===== src/rtl/prefetch_if_stage.sv =====
// Instruction-fetch stage: runs a fetch PC ahead of decode, keeps one memory read
// outstanding at most, and buffers {pc, inst} pairs in a DEPTH-entry FIFO.
module prefetch_if_stage #(
    parameter int unsigned      WIDTH    = 16,
    parameter int unsigned      DEPTH    = 4,
    parameter logic [WIDTH-1:0] RESET_PC = '0
) (
    input  logic                 clk,
    input  logic                 rst_n,
    input  logic                 redirect_valid,
    input  logic [WIDTH-1:0]     redirect_addr,
    input  logic                 out_ready,
    output logic                 out_valid,
    output logic [WIDTH-1:0]     out_inst,
    output logic [WIDTH-1:0]     out_pc,
    output logic [WIDTH-1:0]     mem_addr,
    output logic                 mem_read,
    output logic [WIDTH/8-1:0]   mem_byte_enable,
    input  logic                 mem_resp,
    input  logic [WIDTH-1:0]     mem_rdata
);

    localparam int unsigned      AW      = (DEPTH > 1) ? $clog2(DEPTH) : 1;
    localparam int unsigned      CW      = AW + 1;
    localparam int unsigned      BW      = WIDTH / 8;
    localparam logic [WIDTH-1:0] PC_STEP = WIDTH'(BW);
    localparam logic [CW-1:0]    DEPTH_C = CW'(DEPTH);

    typedef enum logic [1:0] {
        IDLE   = 2'd0,
        FETCH  = 2'd1,
        SQUASH = 2'd2
    } state_t;

    state_t           state;
    state_t           state_n;
    logic [WIDTH-1:0] fetch_pc;
    logic [WIDTH-1:0] fetch_pc_n;
    logic [WIDTH-1:0] mem_addr_n;
    logic             mem_read_n;

    logic [WIDTH-1:0] inst_q [DEPTH];
    logic [WIDTH-1:0] pc_q   [DEPTH];
    logic [AW-1:0]    head;
    logic [AW-1:0]    tail;
    logic [CW-1:0]    count;

    logic             pop_c;
    logic             push_c;
    logic             flush_c;
    logic             room_c;
    logic [CW-1:0]    count_after_c;
    logic [WIDTH-1:0] next_seq_pc_c;

    // A response is kept only when it completes a live (unsquashed) read and no redirect overrides it.
    assign push_c        = (state == FETCH) && mem_resp && !redirect_valid;
    assign pop_c         = out_valid && out_ready;
    assign count_after_c = count + CW'(push_c) - CW'(pop_c);
    assign room_c        = (count_after_c < DEPTH_C);
    assign next_seq_pc_c = mem_addr + PC_STEP;

    // Next-state and request control.
    always_comb begin
        state_n    = state;
        fetch_pc_n = fetch_pc;
        mem_addr_n = mem_addr;
        mem_read_n = mem_read;
        flush_c    = 1'b0;

        case (state)
            IDLE: begin
                if (redirect_valid) begin
                    fetch_pc_n = redirect_addr;
                    flush_c    = 1'b1;
                    mem_read_n = 1'b1;
                    mem_addr_n = redirect_addr;
                    state_n    = FETCH;
                end else if (room_c) begin
                    mem_read_n = 1'b1;
                    mem_addr_n = fetch_pc;
                    state_n    = FETCH;
                end
            end

            FETCH: begin
                if (mem_resp) begin
                    if (redirect_valid) begin
                        fetch_pc_n = redirect_addr;
                        flush_c    = 1'b1;
                        mem_read_n = 1'b1;
                        mem_addr_n = redirect_addr;
                    end else begin
                        fetch_pc_n = next_seq_pc_c;
                        if (room_c) begin
                            mem_read_n = 1'b1;
                            mem_addr_n = next_seq_pc_c;
                        end else begin
                            mem_read_n = 1'b0;
                            state_n    = IDLE;
                        end
                    end
                end else if (redirect_valid) begin
                    fetch_pc_n = redirect_addr;
                    flush_c    = 1'b1;
                    state_n    = SQUASH;
                end
            end

            SQUASH: begin
                if (redirect_valid) begin
                    fetch_pc_n = redirect_addr;
                    flush_c    = 1'b1;
                end
                // The squashed read's data is dropped; refetch from the latest target.
                if (mem_resp) begin
                    mem_read_n = 1'b1;
                    mem_addr_n = redirect_valid ? redirect_addr : fetch_pc;
                    state_n    = FETCH;
                end
            end

            default: begin
                state_n    = IDLE;
                mem_read_n = 1'b0;
            end
        endcase
    end

    always_ff @(posedge clk or negedge rst_n) begin
        if (!rst_n) begin
            state    <= IDLE;
            fetch_pc <= RESET_PC;
            mem_addr <= RESET_PC;
            mem_read <= 1'b0;
        end else begin
            state    <= state_n;
            fetch_pc <= fetch_pc_n;
            mem_addr <= mem_addr_n;
            mem_read <= mem_read_n;
        end
    end

    // Instruction FIFO; a flush overrides any pop in the same cycle.
    always_ff @(posedge clk or negedge rst_n) begin
        if (!rst_n) begin
            head      <= '0;
            tail      <= '0;
            count     <= '0;
            out_valid <= 1'b0;
            for (int i = 0; i < int'(DEPTH); i++) begin
                inst_q[i] <= '0;
                pc_q[i]   <= '0;
            end
        end else if (flush_c) begin
            head      <= '0;
            tail      <= '0;
            count     <= '0;
            out_valid <= 1'b0;
        end else begin
            if (push_c) begin
                inst_q[tail] <= mem_rdata;
                pc_q[tail]   <= mem_addr;
                tail         <= tail + AW'(1);
            end
            if (pop_c) begin
                head <= head + AW'(1);
            end
            count     <= count_after_c;
            out_valid <= (count_after_c != '0);
        end
    end

    assign out_inst        = inst_q[head];
    assign out_pc          = pc_q[head];
    assign mem_byte_enable = '1;

endmodule


===== config.mk =====
export PLATFORM = sky130hd
export DESIGN_NAME = prefetch_if_stage
export DESIGN_NICKNAME = d
export VERILOG_FILES = /design/src/rtl/prefetch_if_stage.sv
export SDC_FILE = /design/constraint.sdc
export NUM_CORES = 1
export LEC_CHECK = 0
export ABC_AREA = 1
export CAP_MARGIN = 0
export CORE_ASPECT_RATIO = 0.8
export CORE_MARGIN = 8
export CORE_UTILIZATION = 35
export CTS_BUF_LIST = sky130_fd_sc_hd__clkbuf_2
export DETAILED_ROUTE_END_ITERATION = 8
export PLACE_DENSITY = 0.5
export SLEW_MARGIN = 40
export SYNTH_ARGS = -nofsm -noshare
export SYNTH_HDL_FRONTEND = slang
export SYNTH_SLANG_ARGS = --single-unit
export TNS_END_PERCENT = 10

===== constraint.sdc =====
create_clock -name clk -period 4.9 [get_ports clk]
set_input_delay 0.98 -clock clk [delete_from_list [all_inputs] [get_ports clk]]
set_output_delay 0.98 -clock clk [all_outputs]
set_load 0.05 [all_outputs]

==> run summary, run 1 <==
Final Core Density: 0.411
Register area share after synthesis: 0.523
Max-slew violation count: 0
Overflow after GRT: 0
Antenna violations before repair: 1
WL/cell: 16.3 um
Synth top area share: 0.523
Clock root buffer: clkbuf_2
Clock-pin slew on the worst setup and hold paths: 0.29 ns
First-pass GRT wire length: 38100 um
Final hold vios: 0
CTS HTree Levels: 4
FF+latch area: 4280 um2
Setup Buffers After CTS: 0
Slew headroom: 0.488
Period utilization: 0.880
Post-synth cell types: 36
Max-cap check violation count: 0
Syn avg cell area: 7.96 um2
Req. time, crit path: 3.92 ns
CTS Buf Count: 17
Data arrival, critical path: 3.33 ns
Routed vias/inst: 4.94
Worst Reg-to-Reg Cells: 16
Yosys warns: 0
Die height: 153 um
Hold-fix buffers, CTS: 0
Pleak: 4.45 nW
NumNets Final: 1136
Least-Margin Pin Slew: 0.763 ns
Peak supply drop: 0.297 mV
Top cells by area, synth: dfrtp_1, o21ai_0, nand2_1
Area of the multi-input gates: 3420 um2
Row count: 50
Final setup violation count: 0
Total GRT Usage: 0.166
Port Buffers: 86
RSZ-0062 raised after global routing: false
Kind of end point of the critical path: output port
Number of synthesized flops with an enable pin: 0
Max clock buf depth: 2
Area of the mapped netlist: 8190 um2
Post-CTS resize count: 0
Crit path max fanout: 33
Remaining DRCs: 0
Vias in the first global route: 6754
Die Wd: 187 um
TNS Setup: 0 ns
Yosys top cell by area: dfrtp_1
Minimum clock period: 4.31 ns
Asr flop ratio synth: 1.00
Share of cells above drive strength 1: 0.0543
Die area: 28600 um2
Worst Hold Class: in2async
Vias: 7001
PwrDens: 657 nW/um2
CP startpoint kind: flip-flop
Antenna Nets Post-Route: 0
Clock latency on the worst-skew pair: 0.77 ns
#FFs+latches synth: 171
Highest clock rate: 232 MHz
FILL cells: 2395
Detailed Route WL: 23100 um
CP Class: reg2out
Post-synth top flop: dfrtp_1
Skew final: 0.0425 ns
DRT Pass-1 Iters: 5
Cells after Synth: 1029
Estimated wirelength of the detail-placed design: 14800 um
Status: finished clean
Synthesis-to-finish area growth: 16.6%
I/O pin count: 89
CTS tree: built
Routability congestion estimate: 0.837
First DRT Iteration DRCs: 574
Core area: 23200 um2
Largest net degree at the start of global routing: 91
Clk sink count: 171
Initial Util: 0.353
-- cell type report --
cell class / instances / area share
inverters: 66 / 0.0261
clock buffers: 17 / 0.00891
repair buffers: 102 / 0.103
diodes: 1 / 0.000262
flip-flops and latches: 171 / 0.448
multi-input cells: 733 / 0.359
well taps: 312 / 0.0409
clock inverters: 15 / 0.0132
-- sequential cells by signal (all words and copies together) (netlist names) --
name	cells
mem_addr	16
pc_q	64
fetch_pc	16
state	2
out_valid	1
tail	2
inst_q	64
mem_read	1
count	3
head	2
-- worst max-delay path: stages, from the launching register on --
cell and delay, ns:
dfrtp_1 0.41, buf_4 0.25, inv_1 0.35, buf_4 0.29
o21ai_0 0.11, o22ai_1 0.26, clkdlybuf4s50_1 0.87
-- synthesized netlist by cell type (all sizes together) (3+ instances only) --
| library cell | number |
|---|---|
| a21boi | 4 |
| a21oi | 10 |
| buf | 11 |
| clkbuf | 49 |
| dfrtp | 171 |
| ha | 7 |
| inv | 65 |
| nand2 | 276 |
| nand3 | 61 |
| nand4 | 5 |
| nor2 | 92 |
| nor3 | 7 |
| o211ai | 3 |
| o21a | 4 |
| o21ai | 223 |
| o22ai | 32 |
-- report_power, final --
part	leakage [nW]	switching (mW)	internal (mW)
clock network	0.112	0.527	0.180
logic	2.10	2.25	1.04
registers	2.24	0.348	1.93
-- layout by cell type, fill, tap and decap left out, drive strengths merged --
master	netlist	routed
nand2	276	276
o21ai	223	223
dfrtp	171	171
nor2	92	92
clkdlybuf4s50	0	85
inv	65	65
nand3	61	61
o22ai	32	32
clkbuf	49	17
buf	11	17
a21oi	10	10
clkinv	1	9
ha	7	7
nor3	7	7
clkinvlp	0	6
nand4	5	5
o21a	4	4
a21boi	4	4
o211ai	3	3
conb	1	2
diode	0	1
a31oi	1	1
and2	1	1
a22oi	1	1
nand3b	1	1
xor2	1	1
a22o	1	1
fa	1	1
bufinv	0	1
-- through the flow --
step	power [mW]	hold WS, ns	cell area (um2)	worst slack [ns]	cells
2_1_floorplan	4.52	0.444	8190	1.57	1030
3_3_place_gp	5.61	0.463	9320	0.589	1384
3_5_place_dp	5.62	0.468	9320	0.533	1384
4_1_cts	6.34	0.156	9540	0.479	1416
5_1_grt	6.78	0.116	9540	0.383	1417
6_report	6.27	0.184	9540	0.588	1417
-- layer usage --
metal	routed length [um]	GRT usage	up-vias	part of all wire
li1	-	-	3517	-
met1	12000	0.249	3326	0.52
met2	9980	0.239	147	0.43
met3	947	0.0364	11	0.041
met4	218	0.0378	0	0.0094
met5	0	0	-	0
-- final timing paths --
kind | from | to | slack (ns)
worst min-delay path | rst_n | pc_q[43] | 0.18
worst max register to register | state[0] | mem_addr[5] | 1.50
worst min register to register | inst_q[47] | inst_q[47] | 0.51
worst max-delay path | head[1] | out_pc[3] | 0.59
min in group clk | inst_q[47] | inst_q[47] | 0.51
max in group asynchronous | rst_n | fetch_pc[15] | 3.78
-- cell families after synthesis --
group / after synthesis / synth area share
simple gates: 443 / 0.223
compound gates: 279 / 0.180
flops: 171 / 0.523
buf+inv: 126 / 0.0602
fa+ha+maj: 8 / 0.0131
xor+xnor: 1 / 0.00107
other cells: 1 / 0.000458
Note: power is estimated with default switching activity, not from simulation.
==> inputs of run 2 (changes only) <==
--- a/config.mk
+++ b/config.mk
@@ -11,6 +11,7 @@
 export CORE_MARGIN = 8
 export CORE_UTILIZATION = 35
 export CTS_BUF_LIST = sky130_fd_sc_hd__clkbuf_2
+export CTS_CLUSTER_DIAMETER = 50
 export DETAILED_ROUTE_END_ITERATION = 8
 export PLACE_DENSITY = 0.5
 export SLEW_MARGIN = 40
==> results of run 2 <==
Final layout, timing and power as in run 1 (identical DEF).
==> inputs of run 3 (changes only) <==
--- a/config.mk
+++ b/config.mk
@@ -7,13 +7,15 @@
 export LEC_CHECK = 0
 export ABC_AREA = 1
 export CAP_MARGIN = 0
+export CELL_PAD_IN_SITES_DETAIL_PLACEMENT = 0
+export CELL_PAD_IN_SITES_GLOBAL_PLACEMENT = 1
 export CORE_ASPECT_RATIO = 0.8
 export CORE_MARGIN = 8
 export CORE_UTILIZATION = 35
 export CTS_BUF_LIST = sky130_fd_sc_hd__clkbuf_2
 export CTS_CLUSTER_DIAMETER = 50
 export DETAILED_ROUTE_END_ITERATION = 8
-export PLACE_DENSITY = 0.5
+export PLACE_DENSITY = 0.64
 export SLEW_MARGIN = 40
 export SYNTH_ARGS = -nofsm -noshare
 export SYNTH_HDL_FRONTEND = slang
==> run 3 against run 2 <==
Wire length grew 0.65%; first-iteration DRC count decreased by 9.9%; combinational power about the same; highest routed layer unchanged.
==> run summary, run 3 (synthesis gave the netlist of run 1 again) <==
Sw frac: 0.486 (-0.0116)
Skew final: 0.0446 ns (+0.00209 ns)
Hold-fix buffers, CTS: 0 (unchanged)
Overflow after GRT: 0 (unchanged)
Core area: 23200 um2 (unchanged)
Die height: 153 um (unchanged)
Comb power frac: 0.518 (-0.006)
Post-CTS resize count: 0 (unchanged)
Pint: 3.25 mW (+3.2%)
Final setup violation count: 0 (unchanged)
Highest clock rate: 241 MHz (+3.8%)
Setup Buffers After CTS: 0 (unchanged)
Antenna violations before repair: 1 (unchanged)
Clock latency on the worst-skew pair: 0.73 ns (-0.04 ns)
Cell Area, Placed: 9330 um2 (about the same)
Slowest stage cell, crit path: clkdlybuf4s50_1
Critical Path Max Stage Delay: 0.86 ns (about the same)
Worst Hold Slack: 0.210 ns (+0.0261 ns)
RR Startpoint: state[0]
Commonest non-fill, non-tap cell in the layout: nand2_1
Routed vias/inst: 4.93 (-0.26%)
CP startpoint kind: flip-flop
Initial Util: 0.353 (unchanged)
Clock root buffer: clkbuf_2
Clk pwr share: 0.121 (+0.008)
Slew headroom: 0.521 (+0.0332)
Row count: 50 (unchanged)
Status: finished clean
Delay-heaviest family, CP: buffers and inverters
First-pass GRT wire length: 38200 um (+0.24%)
Least-Margin Pin Slew: 0.714 ns (-0.0495 ns)
Clk sink count: 171 (unchanged)
Vias: 6978 (-0.33%)
Total GRT Usage: 0.166 (-0.000327)
Biggest regs: inst_q: 64 flops, pc_q: 64 flops
Antenna Nets Post-Route: 0 (unchanged)
Die Wd: 187 um (unchanged)
CTS HTree Levels: 4 (unchanged)
CP Class: reg2out
Remaining DRCs: 0 (unchanged)
Max-slew violation count: 0 (unchanged)
Worst setup startpoint: head[0]
NumNets Final: 1135 (-0.088%)
PwrDens: 662 nW/um2 (+0.75%)
Largest net degree at the start of global routing: 108 (+19%)
Die area: 28600 um2 (unchanged)
Most frequent cells in the layout: nand2_1, o21ai_0, dfrtp_1
Worst-path cell chain: inv_2, buf_4, o21ai_0, o22ai_1, clkdlybuf4s50_1
Crit path buffers/inverters: 3 (-1)
Routability congestion estimate: 0.784 (-6.3%)
NetSw: 3.08 mW (-1.4%)
Share of cells above drive strength 1: 0.0508 (-0.00358)
Peak supply drop: 0.376 mV (+27%)
CTS tree: built
Minimum clock period: 4.15 ns (-0.157 ns)
Clock-pin slew on the worst setup and hold paths: 0.22 ns (-0.07 ns)
Data arrival, critical path: 3.17 ns (-0.16 ns)
Worst Hold Class: in2async
Final hold vios: 0 (unchanged)
RSZ-0062 raised after global routing: false
WL/cell: 16.5 um (+0.72%)
Synthesis-to-finish area growth: 16.7%
Req. time, crit path: 3.92 ns (about the same)
Sequential power share: 0.361 (-0.002)
Kind of end point of the critical path: output port
Final Core Density: 0.412 (+0.000647)
Estimated wirelength of the detail-placed design: 15100 um (+2.0%)
Port Buffers: 86 (unchanged)
Crit path max fanout: 34 (+3.0%)
I/O pin count: 89 (unchanged)
Max-cap check violation count: 0 (unchanged)
TNS Setup: 0 ns (unchanged)
CTS Buf Count: 17 (unchanged)
Max clock buf depth: 2 (unchanged)
Pleak: 4.48 nW (+0.70%)
Worst R2R Setup Slack: 1.60 ns (+0.10 ns)
DRT Pass-1 Iters: 5 (unchanged)
Period utilization: 0.848 (-0.0321)
Design area: 9560 um2 (+0.16%)
Detailed Route WL: 23300 um (+0.65%)
Power Total: 6.33 mW (+0.91%)
First DRT Iteration DRCs: 517 (-9.9%)
Vias in the first global route: 6966 (+3.1%)
==> run 3: cell count changes in the layout (fill, tap and decap cells not counted), sizes merged <==
cell / delta
inv: -1
clkinvlp: -6
buf: -1
clkbuf: +4
bufinv: +2
clkinv: +1
==> run 3: power by group through the flow <==
stage | Sequential, mW | Combinational [mW] | Clock (mW)
3_5_place_dp | 2.31 | 3.32 | 0
6_report | 2.28 | 3.28 | 0.767
3_3_place_gp | 2.31 | 3.31 | 0
2_1_floorplan | 2.45 | 2.06 | 0
5_1_grt | 2.35 | 3.62 | 0.855
4_1_cts | 2.28 | 3.33 | 0.803
==> run 3: cell type report <==
type	instances	area, um2
multi-input cells	733	3420
repair buffers	101	987
fillers	2440	13700
inverters	66	248
well taps	312	390
clock buffers	21	105
diodes	1	2.50
clock inverters	11	126
flip-flops and latches	171	4280
==> run 3: routing by layer <==
layer	share of wire	vias up	GRT usage
met2	0.44	114	0.252
met5	0	-	0
met1	0.52	3345	0.239
li1	-	3515	-
met4	0.0031	0	0.0347
met3	0.037	4	0.0343
==> run 3: worst register-to-register path, cell delays in order, from the launching register on <==
cell     delay, ns
dfrtp_1       0.49
nand2_2       0.21
nor3_4        0.36
inv_1         0.11
ha_1          0.31
inv_1         0.06
ha_1          0.13
inv_1         0.05
fa_1          0.38
inv_1         0.06
nand3_1       0.11
nand3_1       0.21
nand3_2       0.16
nor2_2        0.11
buf_4         0.24
inv_2         0.14
nand2_1       0.08
nand2_1       0.05
==> run 3: worst paths after layout <==
check / to / cells after the start
worst max-delay path: out_pc[1] / 5
worst min register to register: pc_q[28] / 2
max in group asynchronous: pc_q[60] / 2
worst min-delay path: inst_q[47] / 1
min in group clk: pc_q[28] / 2
worst max register to register: mem_addr[15] / 17
==> run 3: per-stage QoR <==
| step | cells | setup slack [ns] |
|---|---|---|
| 6_report | 1416 | 0.745 |
| 3_3_place_gp | 1383 | 0.619 |
| 3_5_place_dp | 1383 | 0.535 |
| 4_1_cts | 1415 | 0.620 |
| 5_1_grt | 1416 | 0.429 |
| 2_1_floorplan | 1030 | 1.57 |
